$ cat config.mk
export PLATFORM = sky130hd
export DESIGN_NAME = pipe_stage_buf_flat
export DESIGN_NICKNAME = d
export VERILOG_FILES = /design/src/rtl/pipe_stage_buf_if.sv /design/src/rtl/pipe_stage_buf.sv /design/src/flat_wrapper.sv
export SDC_FILE = /design/constraint.sdc
export NUM_CORES = 1
export LEC_CHECK = 0
export BUFFER_PORTS_ARGS = -buffer_cell sky130_fd_sc_hd__buf_2
export CORE_ASPECT_RATIO = 0.75
export CORE_MARGIN = 2
export CORE_UTILIZATION = 30
export CTS_CLUSTER_DIAMETER = 50
export CTS_CLUSTER_SIZE = 10
export DETAILED_ROUTE_END_ITERATION = 10
export GPL_TIMING_DRIVEN = 0
export PLACE_DENSITY_LB_ADDON = 0.12
export SYNTH_ARGS = -nofsm -noshare
export SYNTH_HDL_FRONTEND = slang
export SYNTH_SLANG_ARGS = --single-unit
$ cat constraint.sdc
create_clock -name CLK -period 3.2 [get_ports CLK]
set_input_delay 0.32 -clock CLK [delete_from_list [all_inputs] [get_ports CLK]]
set_output_delay 0.32 -clock CLK [all_outputs]
set_load 0.01 [all_outputs]
$ cat src/rtl/pipe_stage_buf_if.sv
// Handshake channel for one side of a pipe_stage_buf: payload, halt sideband, valid/ready.
// The master drives valid/data/halt; the slave drives ready.
interface pipe_stage_buf_if #(
    parameter int unsigned DATA_W = 32
);
    logic              valid;
    logic              ready;
    logic [DATA_W-1:0] data;
    logic              halt;

    modport master (
        output valid,
        output data,
        output halt,
        input  ready
    );

    modport slave (
        input  valid,
        input  data,
        input  halt,
        output ready
    );
endinterface

$ cat src/rtl/pipe_stage_buf.sv
// Elastic DEPTH-entry pipeline stage with flush and sticky halt.
// Optional PIPE_STAGE_STATS_EN adds saturating stall/bubble cycle counters.
module pipe_stage_buf #(
    parameter int unsigned  DATA_W = 32,
    parameter int unsigned  DEPTH  = 2,
    localparam int unsigned CNT_W  = $clog2(DEPTH + 1)
) (
    input  logic             CLK,
    input  logic             nRST,
    input  logic             flush,
    pipe_stage_buf_if.slave  up,
    pipe_stage_buf_if.master dn,
    output logic             halted,
    output logic [CNT_W-1:0] count
`ifdef PIPE_STAGE_STATS_EN
    ,
    output logic [31:0]      stall_cycles,
    output logic [31:0]      bubble_cycles
`endif
);
    localparam int unsigned PTR_W = (DEPTH > 1) ? $clog2(DEPTH) : 1;

    logic [DATA_W:0]    r_mem [DEPTH];
    logic [PTR_W-1:0]   r_wr_ptr;
    logic [PTR_W-1:0]   r_rd_ptr;
    logic [CNT_W-1:0]   r_count;
    logic               r_halted;

    logic [PTR_W-1:0]   w_wr_ptr_nxt;
    logic [PTR_W-1:0]   w_rd_ptr_nxt;
    logic [CNT_W-1:0]   w_count_nxt;
    logic               w_halted_nxt;
    logic               w_in_ready;
    logic               w_out_valid;
    logic               w_accept;
    logic               w_retire;
    logic [DATA_W:0]    w_head;

    // Ready is derived from registered state only, so there is no in-to-out combinational path.
    assign w_in_ready  = (r_count != CNT_W'(DEPTH)) && !r_halted;
    assign w_out_valid = (r_count != '0);
    assign w_accept    = up.valid && w_in_ready;
    assign w_retire    = w_out_valid && dn.ready;
    assign w_head      = r_mem[r_rd_ptr];

    assign up.ready = w_in_ready;
    assign dn.valid = w_out_valid;
    assign dn.data  = w_out_valid ? w_head[DATA_W-1:0] : '0;
    assign dn.halt  = w_out_valid ? w_head[DATA_W] : 1'b0;
    assign halted   = r_halted;
    assign count    = r_count;

    always_comb begin
        w_wr_ptr_nxt = r_wr_ptr;
        w_rd_ptr_nxt = r_rd_ptr;
        w_count_nxt  = r_count;
        // A retire during flush was seen by the consumer, so its halt bit still counts.
        w_halted_nxt = r_halted | (w_retire & w_head[DATA_W]);
        if (flush) begin
            w_wr_ptr_nxt = '0;
            w_rd_ptr_nxt = '0;
            w_count_nxt  = '0;
        end else begin
            if (w_accept) begin
                w_wr_ptr_nxt = (r_wr_ptr == PTR_W'(DEPTH - 1)) ? '0 : r_wr_ptr + 1'b1;
            end
            if (w_retire) begin
                w_rd_ptr_nxt = (r_rd_ptr == PTR_W'(DEPTH - 1)) ? '0 : r_rd_ptr + 1'b1;
            end
            if (w_accept && !w_retire) begin
                w_count_nxt = r_count + 1'b1;
            end else if (!w_accept && w_retire) begin
                w_count_nxt = r_count - 1'b1;
            end
        end
    end

    always_ff @(posedge CLK) begin
        if (!nRST) begin
            r_wr_ptr <= '0;
            r_rd_ptr <= '0;
            r_count  <= '0;
            r_halted <= 1'b0;
        end else begin
            r_wr_ptr <= w_wr_ptr_nxt;
            r_rd_ptr <= w_rd_ptr_nxt;
            r_count  <= w_count_nxt;
            r_halted <= w_halted_nxt;
        end
    end

    // Storage needs no reset: outputs are gated by out_valid.
    always_ff @(posedge CLK) begin
        if (nRST && w_accept && !flush) begin
            r_mem[r_wr_ptr] <= {up.halt, up.data};
        end
    end

`ifdef PIPE_STAGE_STATS_EN
    logic [31:0] r_stall_cycles;
    logic [31:0] r_bubble_cycles;

    always_ff @(posedge CLK) begin
        if (!nRST) begin
            r_stall_cycles  <= '0;
            r_bubble_cycles <= '0;
        end else begin
            if (up.valid && !w_in_ready && (r_stall_cycles != '1)) begin
                r_stall_cycles <= r_stall_cycles + 1'b1;
            end
            if (!w_out_valid && !r_halted && (r_bubble_cycles != '1)) begin
                r_bubble_cycles <= r_bubble_cycles + 1'b1;
            end
        end
    end

    assign stall_cycles  = r_stall_cycles;
    assign bubble_cycles = r_bubble_cycles;
`endif
endmodule

$ cat src/flat_wrapper.sv
// flat-port wrapper written by rule: the top's interface ports become plain ports
module pipe_stage_buf_flat 
#(
    parameter int unsigned  DATA_W = 32,
    parameter int unsigned  DEPTH  = 2,
    localparam int unsigned CNT_W  = $clog2(DEPTH + 1)
)
  (CLK, nRST, flush, halted, count, up_valid, up_data, up_halt, up_ready, dn_valid, dn_data, dn_halt, dn_ready);
  pipe_stage_buf_if #(.DATA_W(DATA_W)) up_i ();
  pipe_stage_buf_if #(.DATA_W(DATA_W)) dn_i ();
  input  logic CLK;
  input  logic nRST;
  input  logic flush;
  output logic halted;
  output logic [CNT_W-1:0] count;
  input wire logic [$bits(up_i.valid)-1:0] up_valid;
  input wire logic [$bits(up_i.data)-1:0] up_data;
  input wire logic [$bits(up_i.halt)-1:0] up_halt;
  output wire logic [$bits(up_i.ready)-1:0] up_ready;
  output wire logic [$bits(dn_i.valid)-1:0] dn_valid;
  output wire logic [$bits(dn_i.data)-1:0] dn_data;
  output wire logic [$bits(dn_i.halt)-1:0] dn_halt;
  input wire logic [$bits(dn_i.ready)-1:0] dn_ready;
  assign up_i.valid = up_valid;
  assign up_i.data = up_data;
  assign up_i.halt = up_halt;
  assign up_ready = up_i.ready;
  assign dn_valid = dn_i.valid;
  assign dn_data = dn_i.data;
  assign dn_halt = dn_i.halt;
  assign dn_i.ready = dn_ready;
  pipe_stage_buf #(.DATA_W(DATA_W), .DEPTH(DEPTH)) u_core (.CLK(CLK), .nRST(nRST), .flush(flush), .up(up_i), .dn(dn_i), .halted(halted), .count(count));
endmodule
==> impl_metrics.toml <==
[detailed_routing]
drt-total-wl_um = 5380
drt_iter0_markers = 38
drc = 0
viasPerCell = 4.33
dr.pass1.iters = 4
num_vias = 1625
final_antenna_net_count = 0
wire_per_inst_um = 14.3

[pwr]
swShare = 0.219
power.switching_uw = 487
pwr-share-clk = 0.426
pwr-share-seq = 0.477
p_per_area_nw_per_um2 = 618
combPwrFrac = 0.097
internal-power_uw = 1740
ir_worst_vdd_v = 0.000262
total_leakage_power_uw = 0.00138

[setup_path]
endpoint_kind = "flip-flop"
critPathKind = "flip-flop to flip-flop"
reg2reg_slack_ps = 1090
arrival_ps = 2050
path_max_fanout = 33
start_kind = "flip-flop"
cp.required_ps = 3140

[synth]
synth_area_leaders = "edfxtp_1, mux2i_1, nor2_1"
yosysSeqAreaShare = 0.761
ys_types = 19
synth_seq_cells = 72
yosys-top-cells-count = "edfxtp_1, nor2_1, mux2i_1, dfxtp_1, buf_2"
synth-edff-count = 66
synth_top_area_share = 0.717
ys_warn_count = 0
synthCells = 170
synth_most_common_cell = "edfxtp_1"
syn-num-nets = 209
synth_area_sq_um = 2760
synth-async-reset-ratio = 0
postSynthAreaPerCell_sq_um = 16.3
synth_ff_type = "edfxtp_1"
yosysTopAreaCell = "edfxtp_1"

[clocking]
cts_buffer_depth = 2
post_cts_buffers = 0
cts_resized = 0
clk_pin_slew_ps = 60
clock_latency_ps = 320
cts_sinks = 72
cts.hold.buffers_added = 0
cts_tree = "done"
cts_made_buffers = 9
htreeDepth = 3
clockRootBuffer = "clkbuf_16"

[grt]
antenna_found_initial = 0
grt.total_usage = 0.114
grt_max_degree = 34
gr-total-overflow = 0
top_usage_layer = "met2"
grt_pass1_vias = 1577
use_met2 = 0.160
globalRouteMet3Util = 0.0654
use_met1 = 0.148
grt_pass1_wl_um = 8220

[sta]
fmax_ghz = 0.475
rsz0062_at_grt = "no"
tightest_slew_ps = 878
finalCritPeriodShare = 0.658
setup_ws_ps = 1090
final_hold_viol_count = 0
fin_crit_ps = 2110
drv_slew = 0
slew_headroom = 0.415
fin_setup_tns_ps = 0
finalSetupViolations = 0
fin_skew_ps = 5.30

[place]
numPortBuffers = 75
placement.cell_area_sq_um = 3320
routabilityCongestion = 0.628
dp_slack_ps = 1060
dpl.hpwl_um = 3540
placed_cells = 359

[die]
die_h_um = 87.1
coreArea_sq_um = 9010
ios = 76
initial_core_util = 0.307
rows = 30
dieArea_sq_um = 10000
die_w_um = 115

[final_layout]
stdcell_count = 375
diodes = 0
area_delta_synth_final_pct = 30.4
stdcell_area_sq_um = 3600
final_util = 0.400
drive_gt1_frac = 0.388
nets = 297

[flow_run]
max_cap_viol_count = 0

[outcome]
status = "complete, no violations"

[min_path]
hp-class = "input port to flip-flop"
==> metal layers <==
| layer | part of all wire | vias up | routed length [um] |
|---|---|---|---|
| met4 | 0.0093 | 0 | 50 |
| met1 | 0.47 | 773 | 2540 |
| met2 | 0.44 | 49 | 2340 |
| met3 | 0.083 | 6 | 445 |
| met5 | 0 | - | 0 |
| li1 | - | 797 | - |
==> worst paths after layout <==
| kind | from | end | cells after the start |
|---|---|---|---|
| max | u_core.count[0] | u_core.r_mem[1][31] | 3 |
| min | up_data[30] | u_core.r_mem[1][30] | 1 |
| max reg2reg | u_core.count[0] | u_core.r_mem[1][31] | 3 |
| min reg2reg | u_core.r_rd_ptr | flip-flop | 2 |
==> kinds of logic after synthesis <==
| group | count (synthesis) | synth area share |
|---|---|---|
| flops | 72 | 0.761 |
| simple gates | 48 | 0.0770 |
| mux | 34 | 0.123 |
| buf+inv | 8 | 0.0168 |
| compound gates | 4 | 0.00815 |
| xor+xnor | 3 | 0.00951 |
| fa+ha+maj | 1 | 0.00453 |
==> registers in the layout (all words and copies together), names as in the netlist, named ones only <==
signal           flops
u_core.count         2
u_core.r_mem        66
u_core.r_wr_ptr      1
u_core.halted        1
u_core.r_rd_ptr      1
==> area by class of cell <==
| cell class | instances | area, sq um |
|---|---|---|
| clock buffers | 9 | 225 |
| flip-flops and latches | 72 | 2100 |
| plain buffers | 7 | 42.5 |
| fillers | 876 | 5410 |
| multi-input cells | 90 | 622 |
| well taps | 112 | 140 |
| repair buffers | 77 | 405 |
| clock inverters | 7 | 62.6 |
| inverters | 1 | 3.75 |
==> metrics by stage <==
step                total power, uW  hold slack (ps)
floorplan                      1200              419
global placement               1300              476
detailed placement             1300              494
CTS                            2260              167
global route                   2320              161
finish                         2230              182
==> worst max-delay path, cell delays in order, from the launching register on <==
cell	delay [ps]
dfxtp_1	430
nor2b_1	100
nor3b_2	330
and3_2	840
==> power by group through the flow <==
stage / Combinational, uW / Sequential, uW / Clock [uW]
after floorplan: 115 / 1080 / 0
after global placement: 213 / 1080 / 0
after detailed placement: 220 / 1080 / 0
after CTS: 221 / 1060 / 976
after global routing: 241 / 1060 / 1020
final: 216 / 1060 / 948
==> cells in the final DEF (no fill, tap or decap), types with 2 or more instances in the layout <==
master / n
buf_2: 79
edfxtp_1: 66
nor2_1: 39
mux2i_1: 34
clkbuf_16: 9
dfxtp_1: 6
clkinv_2: 4
buf_4: 3
xor2_1: 3
nor2b_1: 2
nand2b_1: 2
buf_8: 2
Note: power is estimated with default switching activity, not from simulation.
